--- config.mk ---
export PLATFORM = sky130hd
export DESIGN_NAME = dsp_muladd_arbiter_flat
export DESIGN_NICKNAME = d
export VERILOG_FILES = /design/src/rtl/dsp_muladd_arbiter_if.sv /design/src/rtl/dsp_muladd_arbiter.sv /design/src/flat_wrapper.sv
export SDC_FILE = /design/constraint.sdc
export NUM_CORES = 1
export LEC_CHECK = 0
export ABC_AREA = 1
export CAP_MARGIN = 15
export CORE_AREA = 2 2 222 224
export DETAILED_ROUTE_END_ITERATION = 8
export DIE_AREA = 0 0 224 226
export SETUP_SLACK_MARGIN = 0.5
export SYNTH_ARGS = -nofsm -noshare
export SYNTH_HDL_FRONTEND = slang
export SYNTH_SLANG_ARGS = --single-unit
export TNS_END_PERCENT = 20
--- constraint.sdc ---
create_clock -name clk -period 2.65 [get_ports clk]
set_clock_uncertainty 0.1 [all_clocks]
set_input_delay 0.265 -clock clk [delete_from_list [all_inputs] [get_ports clk]]
set_output_delay 0.265 -clock clk [all_outputs]
set_load 0.03 [all_outputs]
--- src/rtl/dsp_muladd_arbiter_if.sv ---
// Bundle of request, DSP-side and response signals for dsp_muladd_arbiter.
// DSPARB_LOCK_EN adds the per-requester req_lock signal.
interface dsp_muladd_arbiter_if #(
  parameter int NREQ = 4,
  parameter int A_W  = 27,
  parameter int B_W  = 18
);
  localparam int IDW = (NREQ > 1) ? $clog2(NREQ) : 1;

  logic [NREQ-1:0]     req_valid;
  logic [NREQ-1:0]     req_ready;
  logic [NREQ*A_W-1:0] req_a;
  logic [NREQ*B_W-1:0] req_b;
  logic [NREQ*48-1:0]  req_c;
`ifdef DSPARB_LOCK_EN
  logic [NREQ-1:0]     req_lock;
`endif
  logic [A_W-1:0]      dsp_a;
  logic [B_W-1:0]      dsp_b;
  logic [47:0]         dsp_c;
  logic [47:0]         dsp_p;
  logic                rsp_valid;
  logic [IDW-1:0]      rsp_id;
  logic [47:0]         rsp_p;
  logic                busy;

`ifdef DSPARB_LOCK_EN
  modport slave (
    input  req_valid, req_a, req_b, req_c, req_lock, dsp_p,
    output req_ready, dsp_a, dsp_b, dsp_c, rsp_valid, rsp_id, rsp_p, busy
  );
  modport master (
    output req_valid, req_a, req_b, req_c, req_lock, dsp_p,
    input  req_ready, dsp_a, dsp_b, dsp_c, rsp_valid, rsp_id, rsp_p, busy
  );
`else
  modport slave (
    input  req_valid, req_a, req_b, req_c, dsp_p,
    output req_ready, dsp_a, dsp_b, dsp_c, rsp_valid, rsp_id, rsp_p, busy
  );
  modport master (
    output req_valid, req_a, req_b, req_c, dsp_p,
    input  req_ready, dsp_a, dsp_b, dsp_c, rsp_valid, rsp_id, rsp_p, busy
  );
`endif
endinterface

--- src/rtl/dsp_muladd_arbiter.sv ---
// Round-robin arbiter sharing one pipelined multiply-add DSP between NREQ
// requesters; tags each operation so results return with the issuing id.
// Optional burst lock: define DSPARB_LOCK_EN.
module dsp_muladd_arbiter #(
  parameter int NREQ = 4,
  parameter int LAT  = 3,
  parameter int A_W  = 27,
  parameter int B_W  = 18
) (
  input logic                  clk,
  input logic                  rst,
  dsp_muladd_arbiter_if.slave  bus
);
  localparam int IDW = (NREQ > 1) ? $clog2(NREQ) : 1;
  typedef logic [IDW-1:0] id_t;

  id_t                      rr_ptr;
  id_t                      gnt_id;
  id_t                      idx;
  logic                     found;
  logic                     xfer;
  logic [NREQ-1:0]          ready;
  logic [LAT-1:0]           tag_v;
  logic [LAT-1:0][IDW-1:0]  tag_id;
  logic [A_W-1:0]           dsp_a_q;
  logic [B_W-1:0]           dsp_b_q;
  logic [47:0]              dsp_c_q;
  logic                     rsp_v_q;
  id_t                      rsp_id_q;

`ifdef DSPARB_LOCK_EN
  typedef enum logic {ARB_RR, ARB_LOCK} arb_state_t;
  arb_state_t state;
  id_t        lock_owner;
`endif

  function automatic id_t nxt(input id_t i);
    return (int'(i) == NREQ - 1) ? '0 : id_t'(i + 1'b1);
  endfunction

  // First valid requester at or after rr_ptr (or the lock owner) gets the grant
  always_comb begin
    ready  = '0;
    gnt_id = rr_ptr;
    found  = 1'b0;
    idx    = '0;
    for (int unsigned k = 0; k < NREQ; k++) begin
      idx = id_t'((32'(rr_ptr) + k) % NREQ);
      if (!found && bus.req_valid[idx]) begin
        found  = 1'b1;
        gnt_id = idx;
      end
    end
`ifdef DSPARB_LOCK_EN
    if (state == ARB_LOCK) begin
      gnt_id = lock_owner;
      found  = bus.req_valid[lock_owner];
    end
`endif
    if (found && !rst) ready[gnt_id] = 1'b1;
  end

  assign xfer = found && !rst;

  // Operand capture, tag shift pipeline, response register and pointer/lock state
  always_ff @(posedge clk) begin
    if (rst) begin
      rr_ptr   <= '0;
      dsp_a_q  <= '0;
      dsp_b_q  <= '0;
      dsp_c_q  <= '0;
      tag_v    <= '0;
      tag_id   <= '0;
      rsp_v_q  <= 1'b0;
      rsp_id_q <= '0;
`ifdef DSPARB_LOCK_EN
      state      <= ARB_RR;
      lock_owner <= '0;
`endif
    end else begin
      for (int unsigned k = 1; k < LAT; k++) begin
        tag_v[k]  <= tag_v[k-1];
        tag_id[k] <= tag_id[k-1];
      end
      tag_v[0]  <= xfer;
      tag_id[0] <= gnt_id;
      rsp_v_q   <= tag_v[LAT-1];
      rsp_id_q  <= tag_id[LAT-1];
      if (xfer) begin
        dsp_a_q <= bus.req_a[gnt_id*A_W +: A_W];
        dsp_b_q <= bus.req_b[gnt_id*B_W +: B_W];
        dsp_c_q <= bus.req_c[gnt_id*48 +: 48];
      end
`ifdef DSPARB_LOCK_EN
      // Locking freezes rr_ptr; release resumes rotation after the owner.
      case (state)
        ARB_RR: begin
          if (xfer) begin
            if (bus.req_lock[gnt_id]) begin
              state      <= ARB_LOCK;
              lock_owner <= gnt_id;
            end else begin
              rr_ptr <= nxt(gnt_id);
            end
          end
        end
        ARB_LOCK: begin
          if (!xfer || !bus.req_lock[lock_owner]) begin
            state  <= ARB_RR;
            rr_ptr <= nxt(lock_owner);
          end
        end
        default: state <= ARB_RR;
      endcase
`else
      if (xfer) rr_ptr <= nxt(gnt_id);
`endif
    end
  end

  assign bus.req_ready = ready;
  assign bus.dsp_a     = dsp_a_q;
  assign bus.dsp_b     = dsp_b_q;
  assign bus.dsp_c     = dsp_c_q;
  assign bus.rsp_valid = rsp_v_q;
  assign bus.rsp_id    = rsp_id_q;
  assign bus.rsp_p     = bus.dsp_p;
  assign bus.busy      = |tag_v;
endmodule

--- src/flat_wrapper.sv ---
// flat-port wrapper written by rule: the top's interface ports become plain ports
module dsp_muladd_arbiter_flat 
#(
  parameter int NREQ = 4,
  parameter int LAT  = 3,
  parameter int A_W  = 27,
  parameter int B_W  = 18
)
  (clk, rst, bus_req_valid, bus_req_a, bus_req_b, bus_req_c, bus_dsp_p, bus_req_ready, bus_dsp_a, bus_dsp_b, bus_dsp_c, bus_rsp_valid, bus_rsp_id, bus_rsp_p, bus_busy);
  dsp_muladd_arbiter_if #(.NREQ(NREQ), .A_W(A_W), .B_W(B_W)) bus_i ();
  input logic clk;
  input logic rst;
  input wire logic [$bits(bus_i.req_valid)-1:0] bus_req_valid;
  input wire logic [$bits(bus_i.req_a)-1:0] bus_req_a;
  input wire logic [$bits(bus_i.req_b)-1:0] bus_req_b;
  input wire logic [$bits(bus_i.req_c)-1:0] bus_req_c;
  input wire logic [$bits(bus_i.dsp_p)-1:0] bus_dsp_p;
  output wire logic [$bits(bus_i.req_ready)-1:0] bus_req_ready;
  output wire logic [$bits(bus_i.dsp_a)-1:0] bus_dsp_a;
  output wire logic [$bits(bus_i.dsp_b)-1:0] bus_dsp_b;
  output wire logic [$bits(bus_i.dsp_c)-1:0] bus_dsp_c;
  output wire logic [$bits(bus_i.rsp_valid)-1:0] bus_rsp_valid;
  output wire logic [$bits(bus_i.rsp_id)-1:0] bus_rsp_id;
  output wire logic [$bits(bus_i.rsp_p)-1:0] bus_rsp_p;
  output wire logic [$bits(bus_i.busy)-1:0] bus_busy;
  assign bus_i.req_valid = bus_req_valid;
  assign bus_i.req_a = bus_req_a;
  assign bus_i.req_b = bus_req_b;
  assign bus_i.req_c = bus_req_c;
  assign bus_i.dsp_p = bus_dsp_p;
  assign bus_req_ready = bus_i.req_ready;
  assign bus_dsp_a = bus_i.dsp_a;
  assign bus_dsp_b = bus_i.dsp_b;
  assign bus_dsp_c = bus_i.dsp_c;
  assign bus_rsp_valid = bus_i.rsp_valid;
  assign bus_rsp_id = bus_i.rsp_id;
  assign bus_rsp_p = bus_i.rsp_p;
  assign bus_busy = bus_i.busy;
  dsp_muladd_arbiter #(.NREQ(NREQ), .LAT(LAT), .A_W(A_W), .B_W(B_W)) u_core (.clk(clk), .rst(rst), .bus(bus_i));
endmodule
==> results of run 1 <==
[power groups by stage]
stage | Combinational, mW | Clock [mW] | Sequential [mW]
detailed placement | 13.2 | 0 | 2.52
global placement | 13.1 | 0 | 2.50
floorplan | 8.00 | 0 | 3.39
global route | 19.4 | 1.68 | 2.57
CTS | 14.7 | 1.64 | 2.51
finish | 17.7 | 1.55 | 2.51
[layer usage]
layer / vias up / routed length [microns] / part of all wire
li1: 5362 / - / -
met2: 370 / 20400 / 0.47
met1: 4823 / 19000 / 0.44
met4: 2 / 966 / 0.022
met5: - / 13 / 0.00030
met3: 56 / 2960 / 0.068
[layout make-up]
| type | instances | area, sq um |
|---|---|---|
| fill | 5260 | 33300 |
| timing repair buffer | 586 | 6470 |
| multi-input combinational | 1206 | 5170 |
| sequential | 107 | 2150 |
| tap | 622 | 778 |
| clock buffer | 9 | 225 |
| inverter | 42 | 173 |
| clock inverter | 7 | 105 |
| timing repair inverter | 1 | 6.26 |
[cells in the final DEF, fill, tap and decap left out, types with 2 or more instances in the layout]
cell type | netlist | routed
nor2_1 | 12 | 11
nand2_2 | 8 | 47
nor2_4 | 1 | 5
clkdlybuf4s50_1 | 0 | 474
nand2_4 | 0 | 31
nand4_4 | 2 | 3
bufbuf_16 | 0 | 2
buf_4 | 65 | 49
buf_6 | 15 | 11
buf_12 | 0 | 18
dfxtp_4 | 0 | 2
nand3_1 | 83 | 78
inv_1 | 38 | 36
nand3_2 | 0 | 4
inv_6 | 0 | 4
nand2_8 | 0 | 2
buf_16 | 0 | 11
o21ai_0 | 11 | 11
inv_4 | 0 | 2
nand2_1 | 1084 | 1012
clkinv_8 | 0 | 3
inv_2 | 3 | 2
clkbuf_16 | 0 | 28
buf_8 | 0 | 2
dfxtp_1 | 107 | 105
[flip-flops by register name, indices dropped and copies added (netlist names)]
name / cells
u_core.tag_id: 6
u_core.bus.rsp_valid: 1
u_core.bus.dsp_a: 27
u_core.bus.dsp_b: 18
u_core.rr_ptr: 2
u_core.tag_v: 3
u_core.bus.rsp_id: 2
u_core.bus.dsp_c: 48
[stage by stage]
step,area (sq um),hold WS (ns),TNS (ns)
finish,15100,0.309,0
global placement,13100,0.289,-0.609
detailed placement,13100,0.295,-3.50
floorplan,7980,0.237,0
CTS,14100,0.296,0
global route,15100,0.322,-0.00650
[synth_stat cells (all sizes together)]
| library cell | count | share of area |
|---|---|---|
| nand2 | 1092 | 0.52 |
| buf | 115 | 0.10 |
| dfxtp | 107 | 0.27 |
| nand3 | 83 | 0.052 |
| inv | 41 | 0.019 |
| clkbuf | 23 | 0.011 |
| nor2 | 16 | 0.0095 |
| o21ai | 11 | 0.0069 |
| nand4 | 3 | 0.0069 |
| clkinv | 1 | 0.00047 |
| nor4 | 1 | 0.00079 |
[worst reg2reg max path, delay by kind of cell, from the launching register on]
family                 cells  cell delay [ns]
DFF                        1             0.40
and+or+nand+nor           13             1.04
buffers and inverters      6             0.90
[cells by family after synthesis]
group           after synthesis
compound gates               11
simple gates               1195
flops                       107
buf+inv                     180
[how the worst max path moves through the flow]
stage | end | slack [ns] | depth (start not counted)
floorplan | bus_req_ready[3] | 0.37 | 14
detailed placement | u_core.bus.dsp_c[5] | -0.09 | 13
global route | u_core.bus.dsp_c[15] | -0.006 | 19
CTS | bus_req_ready[3] | 0.11 | 12
finish | bus_req_ready[3] | 0.1 | 12
global placement | u_core.rr_ptr[1] | -0.03 | 13
[what timing repair did]
item	CTS	global route
pin swaps	28	71
cloned	8	21
endpoints found under the setup margin	100	102
buffers inserted	24	14
resized for setup	51	102
==> reports/metrics.cfg, run 1 <==
[cells_and_area]
fin_nets = 2379
n_antenna_cell = 0
drive_above_1_share = 0.117
post-route-util = 0.312
fin_cells = 2580
area_delta_synth_final_pct = 89.9

[placement]
gp_congestion = 0.852
place_ws_ns = -0.0915
dp_cells = 2497
port_buffers = 478
dp_hpwl_microns = 28900

[clock_tree]
cts_buffers = 9
cts_tree = done
holdBufCountCts = 0
clockBufferDepth = 2
insertion_delay_ns = 0.38
cts.sinks = 107
cts_root_buf = clkbuf_16
clkTransAtPathRegs_ns = 0.09
cts_max_level = 3

[critical_path]
reg2regPathDepth = 19
crit_type = flip-flop to output pin
path_cells = buf_6 -> nand2_2 -> nand2_2 -> nand2_2 -> nand2_4 -> nand2_4 -> nand2_2 -> nand2_2 -> nand2_4 -> nand2_8 -> nor4_4 -> buf_6
cp-start-kind = flip-flop
crit_start = u_core.rr_ptr[0]
required_ns = 2.29
r2r-start = u_core.rr_ptr[0]
path_max_fanout = 8
cp.arrival_ns = 2.19
path_delay_family = simple AND/OR/NAND/NOR gates
slowest_delay_ns = 0.44
crit_buf_inv = 2
cpMaxStageDelayCell = dfxtp_4
reg2reg_slack_ns = 0.15
cp_common_cell = nand2_2
timing.rr.end = u_core.bus.dsp_c[15]
cp-end-kind = output pin

[global_routing]
met2_usage = 0.248
grt_pass1_wl_microns = 56700
antenna_found_initial = 1
met3_usage = 0.0368
grtUsageTotal = 0.148
top_usage_layer = met2
use_met1 = 0.183
overflow = 0
grt_pass1_vias = 9791
grt_start_max_net_pins = 72

[timing]
period_needed_ns = 2.55
post-route-period-util = 0.964
finalSetupViolations = 0
max_freq_mhz = 392
tightest_slew_ns = 0.583
setup_ws_ns = 0.0965
slew_headroom = 0.610
slew_viol_final = 0
rsz0062_at_grt = yes
finalHoldViolCount = 0

[logic_synthesis]
synth-compound-area-share = 0.00693
synthSimpleGateAreaFrac = 0.588
synthMuxAreaShare = 0
synth_top_family_by_area = simple AND/OR/NAND/NOR gates
synthXorXnorAreaFrac = 0
ys_seq_elements = 107
yosys_warnings = 0
synthAdderAreaFrac = 0
syn_nets = 1919
ys_types = 19
syn_area_per_cell_sq_um = 5.32
yosysSeqAreaShare = 0.270
syn_area_sq_um = 7940
syn_inst = 1493

[run]
max_cap_violations = 0

[routing]
drc = 0
viasPerCell = 4.11
ant_nets = 0
vias = 10600
avgRoutedWirePerCell_microns = 16.8
initialDrtViolationCount = 557
dr.pass1.iters = 7
drt-total-wl_microns = 43400

[outcome]
status = complete, no violations

[hold_path]
worstHoldStart = u_core.tag_id[1]
hp-class = flip-flop to flip-flop
whs_path_depth = 2
hold_end = u_core.tag_id[3]

[pwr]
clkPwrFrac = 0.071
internal_power_mw = 10.5
fin_total_pwr_mw = 21.8
vdd_drop_max_uv = 860
combinationalPowerShare = 0.814
p_seq_frac = 0.115
p_per_area_nw_per_um2 = 1450
switching_share = 0.516
switchingPower_mw = 11.3
p_leak_nw = 7.48

[floorplan]
rows = 81
core_area_sq_um = 48300
die_h_microns = 226
io_pins = 575
initial_core_util = 0.164
die_x_microns = 224
dieArea_sq_um = 50600

Note: power is estimated with default switching activity, not from simulation.
==> inputs of run 2 (changes only) <==
CAP_MARGIN = default   (was 15)
PLACE_DENSITY = 0.52   (was default)
==> run 2 against run 1 <==
Effect of this change: clock power fell by 7%; core utilization fell by 0.43 points; sequential power barely moved; power fell by 0.32%; fmax fell by 3.5%; final cell count fell by 0.27%; critical path depth rose by 3; register-to-register slack improved by 0.04 ns; highest routed layer unchanged; sequential cell count did not move; cell area fell by 1.4%; sequential share of layout area rose by 0.20 points; largest cell class unchanged.
==> reports/metrics.cfg, run 2 (synthesized netlist as in run 1, its figures left out) <==
[cells_and_area]
drive_above_1_share = 0.112
fin_cells = 2573
largest_reg_flops = 48
area_delta_synth_final_pct = 87.2
layout_commonest_cell = nand2_1
final_cell_mix = 1,024 x nand2_1, 474 x clkdlybuf4s50_1, 105 x dfxtp_1
fin_nets = 2370

[clock_tree]
clkTransAtPathRegs_ns = 0.08
cts_tree = done
clockBufferDepth = 2
cts_max_level = 3
cts.sinks = 107
insertion_delay_ns = 0.38
cts_root_buf = clkbuf_16
cts_buffers = 9

[critical_path]
reg2regPathDepth = 19
cp_common_cell = nand2_4
slowest_delay_ns = 0.42
path_delay_family = buffers and inverters
cp.arrival_ns = 2.28
required_ns = 2.29
path_cells = buf_8 -> nand2_4 -> nand2_4 -> nand2_4 -> nand2_4 -> buf_4 -> nand3_2 -> nand2_4 -> nand2_4 -> nand2_8 -> buf_4 -> buf_16 -> nand3_2 -> inv_2 -> buf_12
path_max_fanout = 5
crit_type = flip-flop to output pin
cpMaxStageDelayCell = dfxtp_4
timing.rr.end = u_core.bus.dsp_c[1]
cp-end-kind = output pin
crit_buf_inv = 6
cp-start-kind = flip-flop
reg2reg_slack_ns = 0.19
r2r-start = u_core.rr_ptr[0]

[routing]
wl_met2_microns = 20800
drt-met1-wl_microns = 18400
drc = 0
dr.pass1.iters = 8
vias = 10600
viasPerCell = 4.13
avgRoutedWirePerCell_microns = 16.9
routed.top_layer = met5
ant_nets = 0
initialDrtViolationCount = 412
wl_met3_microns = 3240
drt-total-wl_microns = 43600

[pwr]
vdd_drop_max_uv = 712
switching_share = 0.523
internal_power_mw = 10.4
switchingPower_mw = 11.4
combinationalPowerShare = 0.818
p_seq_frac = 0.116
p_per_area_nw_per_um2 = 1460
fin_total_pwr_mw = 21.7
clkPwrFrac = 0.066
p_leak_nw = 7.36

[global_routing]
grt_start_max_net_pins = 60
grt_pass1_wl_microns = 60800
antenna_found_initial = 4
grtUsageTotal = 0.161
overflow = 0
grt_pass1_vias = 10100

[outcome]
status = complete, no violations

[timing]
period_needed_ns = 2.65
rsz0062_at_grt = yes
tightest_slew_ns = 1.05
post-route-period-util = 0.998
final.setup.tns_ns = 0
slew_viol_final = 0
finalSetupViolations = 0
setup_ws_ns = 0.00440
slew_headroom = 0.298
max_freq_mhz = 378
finalHoldViolCount = 0

[floorplan]
dieArea_sq_um = 50600
initial_core_util = 0.164
core_area_sq_um = 48300
io_pins = 575
rows = 81
die_x_microns = 224
die_h_microns = 226

[hold_path]
whs_path_depth = 2
hp-class = flip-flop to flip-flop
hold_end = u_core.tag_id[4]
worstHoldStart = u_core.tag_id[2]

[run]
max_cap_violations = 0

[placement]
dp_cells = 2502
place_ws_ns = -0.0158
port_buffers = 478
dp_hpwl_microns = 29600
gp_congestion = 0.833

[run 2: cell types whose count changed in the layout (fill, tap and decap cells not counted), sizes merged, moves of 2 or more]
cell	change
inv	-3
clkbuf	-13
buf	+6
diode	+2
[run 2: worst register-to-register path, stage by stage, from the launching register on]
cell,delay [ns]
dfxtp_4,0.42
buf_8,0.15
nand2_4,0.05
nand2_4,0.09
nand2_1,0.07
nand2_2,0.10
nand4_4,0.12
buf_6,0.15
nand2_4,0.08
nand2_8,0.06
buf_4,0.15
buf_16,0.14
clkbuf_16,0.18
buf_6,0.13
nand2_1,0.05
nand2_1,0.07
nand2_1,0.06
nand2_1,0.06
nand2_1,0.06
nand2_1,0.04
[run 2: metrics by stage]
stage	utilization	hold WS, ns	instance area, sq um
global route	0.307	0.337	14900
floorplan	-	0.237	7980
CTS	0.298	0.308	14400
finish	0.307	0.305	14900
global placement	0.273	0.292	13200
detailed placement	0.273	0.296	13200
[run 2: cell type report]
cell class              instances  area (sq um)
diodes                          2          5.00
clock buffers                  11           253
clock inverters                 5          45.0
fillers                      5293         33500
inverters                      42           183
multi-input cells            1207          5160
flip-flops and latches        107          2150
well taps                     622           778
repair buffers                577          6290
[run 2: how the worst max path moves through the flow]
stage,from,to,slack [ns],cells after the start
after CTS,u_core.rr_ptr[0],bus_req_ready[3],0.007,14
after floorplan,u_core.rr_ptr[1],bus_req_ready[3],0.37,14
after global placement,bus_req_valid[3],bus_req_ready[3],-0.02,14
after detailed placement,bus_req_valid[3],bus_req_ready[3],-0.02,14
final,u_core.rr_ptr[0],bus_req_ready[2],0.004,15
after global routing,u_core.rr_ptr[0],bus_req_ready[3],-0.10,12
[run 2: per-layer routing]
layer,up-vias,GRT usage
met1,4779,0.195
met3,69,0.0448
li1,5348,-
met2,416,0.271
met4,4,0.0587
met5,-,0
[run 2: repair_timing]
action	CTS	global route
gates resized for setup	92	87
gates cloned	11	5
buffers inserted	32	5
hold buffers	0	0
endpoints found under the setup margin	99	100
pin swaps	28	29
[run 2: power groups by stage]
stage	clock network [mW]	registers (mW)	logic [mW]
global route	1.58	2.57	19.5
global placement	0	2.51	13.3
finish	1.44	2.51	17.8
CTS	1.52	2.51	16.6
detailed placement	0	2.52	13.4
floorplan	0	3.39	8.00
